==> src/rtl/spi_tx_arbiter.sv <==
// Round-robin, packet-atomic arbiter sharing one SPI TX byte stream.
// Registered output stage plus a stall watchdog that frees a hung grant.
module spi_tx_arbiter #(
   parameter int NUM_REQ        = 2,
   parameter int WORD_SIZE      = 8,
   parameter int TIMEOUT_CYCLES = 1024
) (
   input  logic                         clk_system,
   input  logic                         reset,
   input  logic [NUM_REQ-1:0]           req_valid,
   output logic [NUM_REQ-1:0]           req_ready,
   input  logic [NUM_REQ*WORD_SIZE-1:0] req_data,
   input  logic [NUM_REQ-1:0]           req_last,
   output logic                         out_valid,
   input  logic                         out_ready,
   output logic [WORD_SIZE-1:0]         out_data,
   output logic                         out_last,
   output logic [NUM_REQ-1:0]           grant,
   output logic                         busy,
   output logic                         timeout_err,
   input  logic                         err_clear
);

   localparam int IW = $clog2(NUM_REQ);
   localparam int CW = $clog2(TIMEOUT_CYCLES);
   localparam logic [CW-1:0] CMAX  = CW'(TIMEOUT_CYCLES - 1);
   localparam logic [IW-1:0] ILAST = IW'(NUM_REQ - 1);

   typedef enum logic {IDLE, ACTIVE} state_e;

   state_e               state_q;
   logic [IW-1:0]        ptr_q;
   logic [IW-1:0]        gidx_q;
   logic [NUM_REQ-1:0]   grant_q;
   logic [CW-1:0]        cnt_q;
   logic                 ov_q;
   logic [WORD_SIZE-1:0] od_q;
   logic                 ol_q;
   logic                 terr_q;

   logic [WORD_SIZE-1:0] words [NUM_REQ];
   logic                 g_valid;
   logic                 g_last;
   logic [WORD_SIZE-1:0] g_data;
   logic                 rdy;
   logic                 hs;
   logic                 found;
   logic [IW-1:0]        sel;
   logic [IW-1:0]        ptr_d;

   always_comb begin
      for (int i = 0; i < NUM_REQ; i++) begin
         words[i] = req_data[i*WORD_SIZE +: WORD_SIZE];
      end
   end

   assign g_valid   = req_valid[gidx_q];
   assign g_last    = req_last[gidx_q];
   assign g_data    = words[gidx_q];
   assign rdy       = (state_q == ACTIVE) & (!ov_q | out_ready);
   assign hs        = rdy & g_valid;
   assign req_ready = rdy ? grant_q : '0;
   assign ptr_d     = (gidx_q == ILAST) ? '0 : gidx_q + IW'(1);

   // First requester at or above the pointer, wrapping around.
   always_comb begin
      found = 1'b0;
      sel   = '0;
      for (int i = 0; i < NUM_REQ; i++) begin
         if (!found && req_valid[(i + int'(ptr_q)) % NUM_REQ]) begin
            found = 1'b1;
            sel   = IW'((i + int'(ptr_q)) % NUM_REQ);
         end
      end
   end

   always_ff @(posedge clk_system or posedge reset) begin
      if (reset) begin
         state_q <= IDLE;
         ptr_q   <= '0;
         gidx_q  <= '0;
         grant_q <= '0;
         cnt_q   <= '0;
         ov_q    <= 1'b0;
         od_q    <= '0;
         ol_q    <= 1'b0;
         terr_q  <= 1'b0;
      end else begin
         if (hs) begin
            ov_q <= 1'b1;
            od_q <= g_data;
            ol_q <= g_last;
         end else if (out_ready) begin
            ov_q <= 1'b0;
         end
         if (err_clear) terr_q <= 1'b0;
         case (state_q)
            IDLE: begin
               cnt_q <= '0;
               if (found) begin
                  state_q <= ACTIVE;
                  gidx_q  <= sel;
                  grant_q <= {{(NUM_REQ-1){1'b0}}, 1'b1} << sel;
               end
            end
            ACTIVE: begin
               if (hs && g_last) begin
                  state_q <= IDLE;
                  ptr_q   <= ptr_d;
                  grant_q <= '0;
                  cnt_q   <= '0;
               end else if (g_valid) begin
                  cnt_q <= '0;
               end else if (cnt_q == CMAX) begin
                  // Watchdog release; a same-cycle clear loses to this set.
                  state_q <= IDLE;
                  ptr_q   <= ptr_d;
                  grant_q <= '0;
                  terr_q  <= 1'b1;
                  cnt_q   <= '0;
               end else begin
                  cnt_q <= cnt_q + CW'(1);
               end
            end
         endcase
      end
   end

   assign out_valid   = ov_q;
   assign out_data    = od_q;
   assign out_last    = ol_q;
   assign grant       = grant_q;
   assign busy        = (state_q == ACTIVE);
   assign timeout_err = terr_q;

endmodule
==> config.mk <==
export PLATFORM = sky130hd
export DESIGN_NAME = spi_tx_arbiter
export DESIGN_NICKNAME = d
export VERILOG_FILES = /design/src/rtl/spi_tx_arbiter.sv
export SDC_FILE = /design/constraint.sdc
export NUM_CORES = 1
export LEC_CHECK = 0
export ABC_AREA = 1
export CAP_MARGIN = 30
export CORE_MARGIN = 2
export CORE_UTILIZATION = 40
export DETAILED_ROUTE_END_ITERATION = 7
export PLACE_DENSITY = 0.82
export SYNTH_ARGS = -nofsm -noshare
export SYNTH_HDL_FRONTEND = slang
export SYNTH_SLANG_ARGS = --single-unit
==> constraint.sdc <==
create_clock -name clk_system -period 2.7 [get_ports clk_system]
set_input_delay 0.27 -clock clk_system [delete_from_list [all_inputs] [get_ports clk_system]]
set_output_delay 0.27 -clock clk_system [all_outputs]
set_load 0.005 [all_outputs]
-- After elaboration in Yosys (flattened, before gate mapping)
Cells that the tools add are included.
- word-level logic and storage cells: 79
- flip-flop bits (word level): 26
- output and inout port bits: 16
- bits of input ports: 24
- reductions and logical operators: 9
- add/sub/neg operators: 3
- eq/ne operators: 5
- muxes and demuxes: 42
- magnitude comparators: 4
- bitwise operators: 6
- shift operators: 1
- operator list (cell ; number):
    two-way mux 10 bit ; 3
    two-way mux 1 bit ; 28
    two-way mux 8 bit ; 3
    case mux 10 bit (2 select lines) ; 1
    adder 10 x 1 -> 10 bit (second input constant) ; 1
    equality test 10 bit (second input constant) ; 1
    two-way mux 2 bit ; 5
    AND reduction 3 bit ; 2
    less-than comparator 1 x 2 -> 1 bit (second input constant) ; 2
    case mux 2 bit (2 select lines) ; 1
    nonzero test 2 bit ; 2
    less-than comparator 2 x 3 -> 1 bit (second input constant) ; 1
    != test 3 x 1 -> 1 bit (second input constant) ; 1
    != test 3 x 2 -> 1 bit (second input constant) ; 1
    bitwise AND 1 bit ; 2
    greater-or-equal comparator 2 bit (second input constant) ; 1
    logical AND 1 bit ; 2
    zero test 1 bit ; 2
    != test 2 x 1 -> 1 bit (second input constant) ; 1
    != test 2 bit (second input constant) ; 1
    NOT 1 -> 2 bit ; 1
    case mux 1 bit (2 select lines) ; 1
    AND reduction 2 bit ; 1
    left shift 1 x 1 -> 2 bit (first input constant) ; 1
    other kinds (5) ; 5

-- Depth between registers and ports, before layout
Gate-level depths: netlist of run 1.
- word-level depth: 10
- depth in mapped cells: 8
- mapped depth without buffers: 8

-- Worst setup path after synthesis of run 1
Ideal clock, no wire load.
- path kind: reg-to-reg
- from: register cnt_q[0]
- to: register ptr_q
- buffers on the path: 0
- arrival: 1.166 ns
- required time: 2.635 ns
- library setup time: 0.065 ns
- period minus slack after synthesis: 1.231 ns
- stages on the path, launching flop included: 8
- setup slack: 1.469 ns
- path through: dfrtp_1 > ha_1 > nand3_1 > nor2_1 > nand3_2 > nand2_1 > nand2_1 > nand2_1
- cells in the longest elaborated chain, start to end: 3
- RTL lines (element ; line ; text):
    start, declared ; 35 ; logic [CW-1:0] cnt_q;
    start signal, assigned ; 122 ; cnt_q <= cnt_q + CW'(1);
    equality test 10 bit ; 114 ; end else if (cnt_q == CMAX) begin
    nonzero test 2 bit (no source line) ; - ;
    AND reduction 3 bit (no source line) ; - ;
    end signal, assigned ; 109 ; ptr_q <= ptr_d;
    end signal, assigned ; 117 ; ptr_q <= ptr_d;
    end, declared ; 32 ; logic [IW-1:0] ptr_q;
No other way between the ends.
A chain may end at the register's enable or synchronous reset.

-- Worst setup path after layout of run 1
- from: input port out_ready
- to: output port req_ready[0]
- cells in the longest elaborated chain, start to end: 3
- RTL lines (element ; line ; text):
    start, declared ; 15 ; input logic out_ready,
    bitwise OR 1 bit ; 60 ; assign rdy = (state_q == ACTIVE) & (!ov_q | out_ready);
    bitwise AND 1 bit ; 60 ;
    two-way mux 2 bit ; 62 ; assign req_ready = rdy ? grant_q : '0;
    end, declared ; 11 ; output logic [NUM_REQ-1:0] req_ready,
No other way between the ends.

==> impl_results.md, run 1 <==
* Num Clock Sinks at 26
* VDD IR max at roughly 0.42 mV
* Critical path launch point: out_ready
* Clk_lat worst skew at 0.32 ns
* Number of max-cap violations at 0
* Post-CTS setup repair buffer count at 0
* HPWL Detailed at roughly 2000 um
* TNS Setup at 0 ns
* Post-synth cell types at 28
* Critical path arrival at 1.63 ns
* Hold_buf cts at 0
* Syn_nets at approximately 180
* Hold violation total from the final report at 0
* Synth Instances at 156
* Final core occ at between 50% and 60%
* XOR/XNOR share of the synthesized area at around 2.6%
* Routed wire per std cell at 10.6 um
* RSZ-0062 raised after global routing: false
* Via-to-Cell Ratio at 4.56
* Ys Warns at 0
* Vias in the first global route at 1007
* Setup violators final at 0
* Final wirelength at 2590 um
* Area Overhead vs Synth at 34.5%
* Largest net degree at the start of global routing at 27
* Initial antenna violation count at 0
* Layout cells sized above 1 at about 12%
* Synth Cell Area at 0.00135 sq mm
* Die footprint at 0.00384 sq mm
* H-tree depth at 1
* DR iter-0 viols at 29
* Cts repair resizes at 0
* Total gr overflow at 0
* PortBufs at 39
* CTS clk-pin slew, worst paths at ~0.14 ns
* CTS tree: built
* Slew @ Worst Pin at 0.413 ns
* Crit path to: req_ready[0]
* Post-Synth Adder-Cell Area at less than 1%
* Seq cells post-synth at 26
* Tot Pwr at around 1.6 mW
* DRT Pass-1 Iters at 4
* Core Area at around 0.0033 sq mm
* Worst r2r src: gidx_q
* Post-Synth Simple-Gate Area at 32.0%
* # nets final at around 220
* Num CTS Buffers at 3
* Crit path capture type: output port
* P_leak at approximately 0.8 nW
* Max clock buf depth at 2
* Period utilisation layout at about 70%
* Register area share after synthesis at between 40% and 50%
* Place WS at 0.794 ns
* CP startpoint kind: input port
* Via count at approximately 1100
* Routability cong. at 0.815
* Post-route ant nets at 0
* Reg2reg setup slack at 1.21 ns
* Post-synthesis mux area share at 0%
* Clk root buf: clkbuf_4
* Layout Skew at 0.00730 ns
* First-pass GRT wire length at 4240 um
* Largest family of logic cells by synthesized area: simple AND/OR/NAND/NOR gates
* Status: complete, no violations
* Top Ports at 40
* R2R cell count at 7
* Peak Freq at approximately 530 MHz
* Die width at 62.0 um
* Syn Area/Cell at between 8 and 9 sq um
* Die H at 62.0 um
* WP data required at approximately 2.4 ns
* Final Max Tran Viols at 0
* Critical path type: input port to output port
* N_diodes at 0
* Compound-Gate Fraction of Synth Area at under 10%
* Pwr dens at 877 mW/mm^2
* Crit-path max FO at 4
* Starting Density at between 40% and 50%
* Tightest Hold Check Type: input port to asynchronous set/reset pin
* DRC at 0
* Row count at 21
* Crit path time final at roughly 1.9 ns
* Total track usage at approximately 15%
* Final setup margin at around 0.80 ns
* Max-slew headroom at 72.4%
* Reg2reg end: out_data[4]
==> layout make-up <==
type,count,area [sq um]
inverters,19,73.8
multi-input cells,108,586
flip-flops and latches,26,651
repair buffers,41,405
fillers,309,1480
clock buffers,4,36.3
well taps,46,57.6
==> state kept, by name, indices dropped and copies added (netlist names) <==
name         flops
busy             1
gidx_q           1
grant            2
ptr_q            1
timeout_err      1
out_valid        1
cnt_q           10
out_data         8
out_last         1
==> per-stage QoR <==
stage,std cells,instance area (sq um),hold WS [ns]
final,244,1810,0.283
after CTS,244,1810,0.284
after floorplan,156,1350,0.310
after detailed placement,240,1770,0.487
after global routing,244,1810,0.338
after global placement,240,1770,0.483
==> cell usage after synthesis (all sizes together) <==
library cell | n | share of area, %
nand2 | 43 | 15
nor2 | 30 | 11
dfrtp | 26 | 48
inv | 19 | 5.5
a31oi | 9 | 5.1
nand3 | 7 | 3.0
o21ai | 5 | 1.9
xor2 | 4 | 2.6
nand4 | 3 | 1.4
a21oi | 2 | 1.0
buf | 2 | 2.3
nor3 | 2 | 0.74
nor3b | 2 | 1.5
clkbuf | 1 | 0.28
ha | 1 | 0.93
==> layer usage <==
layer | share of wire [%] | vias to the layer above | track usage (%) | routed length [um]
met5 | 0 | - | 0 | 0
met4 | 0.42 | 0 | 3.65 | 11
met3 | 3.0 | 2 | 3.52 | 78
met2 | 49 | 19 | 25.7 | 1280
met1 | 47 | 516 | 18.9 | 1220
li1 | - | 575 | - | -
==> cell usage in the layout (no fill, tap or decap), types with 2 or more instances in the layout <==
cell	instances
clkbuf_4	3
xor2_1	4
nor2_2	4
a31oi_1	7
a31oi_2	2
nand3_1	6
inv_1	17
dfrtp_1	26
buf_4	2
nor3_1	2
o21ai_0	5
nand2_4	2
nor2_1	24
nand4_1	3
clkdlybuf4s50_1	39
nand2_1	39
==> power breakdown <==
| part | total, mW | leakage [nW] | switching (mW) | internal (mW) |
|---|---|---|---|---|
| clock network | 0.193 | 0.0210 | 0.110 | 0.0824 |
| logic | 0.757 | 0.468 | 0.369 | 0.387 |
| registers | 0.637 | 0.325 | 0.120 | 0.517 |
| total | 1.59 | 0.814 | 0.600 | 0.987 |
==> worst max-delay path: stages <==
cell	delay (ns)
clkdlybuf4s50_1	0.45
inv_1	0.05
nand2_1	0.16
nand2_8	0.09
nor2_1	0.10
clkdlybuf4s50_1	0.50
==> logic make-up (layout without fill, tap and decap cells) <==
family,after synthesis,count (layout)
adder cells (fa/ha/maj),1,1
AND/OR/NAND/NOR,87,87
buffers and inverters,22,64
AO/OA/AOI/OAI,16,16
flip-flops,26,26
XOR/XNOR,4,4
==> how the worst min path moves through the flow <==
stage                     slack [ns]  cells past startpoint           to
after global routing            0.34                      3     cnt_q[7]
after detailed placement        0.49                      1     cnt_q[0]
final                           0.28                      3  out_data[7]
after global placement          0.48                      1     cnt_q[0]
after floorplan                 0.31                      1         busy
after CTS                       0.28                      3     cnt_q[7]
Power figures use the tool's default switching activity.
==> run 2: changes to the inputs <==
Clock period 2.7 ns to 1.8 ns, I/O delays scaled along.
==> impl_results.md, run 2 (synthesized netlist as in run 1, its figures left out) <==
* Die width at 62.0 um (unchanged)
* Max FFs per register at 10 (unchanged)
* Number of max-cap violations at 0 (unchanged)
* First-pass GRT wire length at 4110 um (was 4240 um)
* Layout Skew at 0.00399 ns (was 0.00730 ns)
* Crit path capture type: output port (unchanged)
* Final wirelength at 2450 um (was 2590 um)
* Peak Freq at slightly below 600 MHz
* VDD IR max at 0.588 mV (was 0.416 mV)
* Worst-path cell chain: nand2_2, nand2_8, nor2_1, clkdlybuf4s50_1 (was clkdlybuf4s50_1, inv_1, nand2_1, nand2_8, nor2_1, clkdlybuf4s50_1)
* P_leak at 0.817 nW (was 0.814 nW)
* Final Max Tran Viols at 0 (unchanged)
* Die footprint at 0.00384 sq mm (unchanged)
* Clk_lat worst skew at 0.31 ns (was 0.32 ns)
* Area post-placement at 0.00178 sq mm (was 0.00177 sq mm)
* CP startpoint kind: flop (was input port)
* N_diodes at 0 (unchanged)
* Starting Density at 41.0% (unchanged)
* Non-filler cells, final at 245 (was 244)
* Vias in the first global route at 995 (was 1007)
* Row count at 21 (unchanged)
* Post-route ant nets at 0 (unchanged)
* Biggest register: cnt_q (unchanged)
* Critical path arrival at 1.54 ns (was 1.63 ns)
* Comb pwr share at 50.3% (was 47.7%)
* CTS clk-pin slew, worst paths at 0.13 ns (was 0.14 ns)
* Clk root buf: clkbuf_4 (unchanged)
* NetSw at 885 uW (was 600 uW)
* Setup violators final at 0 (unchanged)
* Pwr dens at 1300 mW/mm^2 (was 877 mW/mm^2)
* Post-layout instance area at 0.00181 sq mm (about the same)
* Layout cells sized above 1 at 12.6% (was 11.6%)
* Final core occ at 55.2% (was 55.1%)
* Via count at 1099 (was 1112)
* H-tree depth at 1 (unchanged)
* Total track usage at 14.1% (was 15.0%)
* DRC at 0 (unchanged)
* TNS Setup at 0 ns (unchanged)
* # nets final at 226 (was 224)
* Final hold slack at 0.195 ns (was 0.283 ns)
* Crit path time final at between 1.5 and 2 ns
* CTS tree: built (unchanged)
* Power share of the clock group at 10.0% (was 12.1%)
* Status: complete, no violations (unchanged)
* Max clock buf depth at 2 (unchanged)
* Top Ports at 40 (unchanged)
* Placed cells at 241 (was 240)
* Critical path type: flop to output port (was input port to output port)
* Hold violation total from the final report at 0 (unchanged)
* Commonest cells after routing, fill and taps aside: clkdlybuf4s50_1, nand2_1, dfrtp_1 (was nand2_1, clkdlybuf4s50_1, dfrtp_1)
* Critical path's top delay family: buffers and inverters (unchanged)
* Slew @ Worst Pin at 0.309 ns (was 0.413 ns)
* DRT Pass-1 Iters at 4 (unchanged)
* PortBufs at 39 (unchanged)
* Num CTS Buffers at 3 (unchanged)
* Via-to-Cell Ratio at 4.49 (was 4.56)
* Most common cell after layout, fill and taps aside: clkdlybuf4s50_1
* DR iter-0 viols at 10 (was 29)
* Num Clock Sinks at 26 (unchanged)
* Period utilisation layout at a little over nine tenths
* RSZ-0062 raised after global routing: false (unchanged)
* Die H at 62.0 um (unchanged)
* Switching Fraction at 37.7% (was 37.8%)
* Core Area at 0.00328 sq mm (unchanged)
* WP data required at 1.62 ns (was 2.43 ns)
* Reg power frac at 39.6% (was 40.2%)
* Max-slew headroom at 79.2% (was 72.4%)
* Initial antenna violation count at 0 (unchanged)
* HPWL Detailed at 1990 um (was 1980 um)
* Routability cong. at 0.782 (was 0.815)
* Tightest Hold Check Type: input port to asynchronous set/reset pin (unchanged)
* Critical-path top delay cell: clkdlybuf4s50_1 (unchanged)
* Routed wire per std cell at 10.0 um (was 10.6 um)
* Worst path max stage delay at 0.50 ns (about the same)
* Area Overhead vs Synth at 34.8% (was 34.5%)
* Worst path bufs/invs at 1 (was 3)
* Crit-path max FO at 4 (unchanged)
* Total gr overflow at 0 (unchanged)
* Largest net degree at the start of global routing at 27 (unchanged)
* Internal at 1.46 mW (was 987 uW)
## run 2: cell count changes in the layout (fill, tap and decap cells not counted)
cell | before | now
buf_4 | 2 | 4
nand2_1 | 39 | 38
nand2_2 | 1 | 2
clkbuf_8 | 1 | 0
## run 2: timing repair
item,CTS,global route
endpoints found under the setup margin,2,2
setup buffers,0,1
hold buffers,0,0
hold endpoints to repair,0,0
resized for setup,1,0
gates cloned,0,0
## run 2: power by group through the flow
stage / Clock (mW) / Combinational (mW) / Sequential, mW
floorplan: 0 / 0.720 / 0.933
CTS: 0.249 / 1.19 / 0.938
global route: 0.264 / 1.32 / 0.963
global placement: 0 / 1.16 / 0.941
detailed placement: 0 / 1.18 / 0.946
finish: 0.236 / 1.18 / 0.931
## run 2: final timing paths
path	from	endpoint	slack, ns	cells after the start
hold / removal	reset	cnt_q[9]	0.19	3
hold reg to reg	cnt_q[0]	cnt_q[0]	0.50	1
setup reg to reg	cnt_q[0]	ptr_q	0.37	7
max in group asynchronous	reset	cnt_q[0]	1.37	3
setup / recovery	out_valid	req_ready[1]	0.08	4
min in group clk_system	err_clear	timeout_err	0.40	2
## run 2: worst reg2reg max path, stage by stage (launching register included)
cell,delay [ns]
dfrtp_1,0.41
ha_1,0.23
nand3_1,0.14
nor2_1,0.22
nand3_2,0.16
nand2_1,0.12
nand2_1,0.05
nand2_1,0.05
## run 2: routing by layer
| metal | GRT usage, % | wire length [um] | up-vias | share of wire (%) |
|---|---|---|---|---|
| met5 | 0 | 0 | - | 0 |
| met4 | 3.65 | 26 | 0 | 1.1 |
| met3 | 2.28 | 83 | 2 | 3.4 |
| met2 | 23.7 | 1170 | 23 | 48 |
| met1 | 19.0 | 1170 | 493 | 48 |
| li1 | - | - | 581 | - |
## run 2: stage by stage
step / power [mW] / setup slack (ns)
floorplan: 1.65 / 0.569
global placement: 2.11 / 0.106
detailed placement: 2.13 / 0.0709
CTS: 2.37 / 0.0464
global route: 2.55 / 0.0180
finish: 2.35 / 0.0819
## run 2: layout make-up
type                       count  area (sq um)
clock buffer                   3          22.5
fill                         292          1470
inverter                      19          73.8
multi-input combinational    108           588
sequential                    26           651
tap                           46          57.6
timing repair buffer          43           420
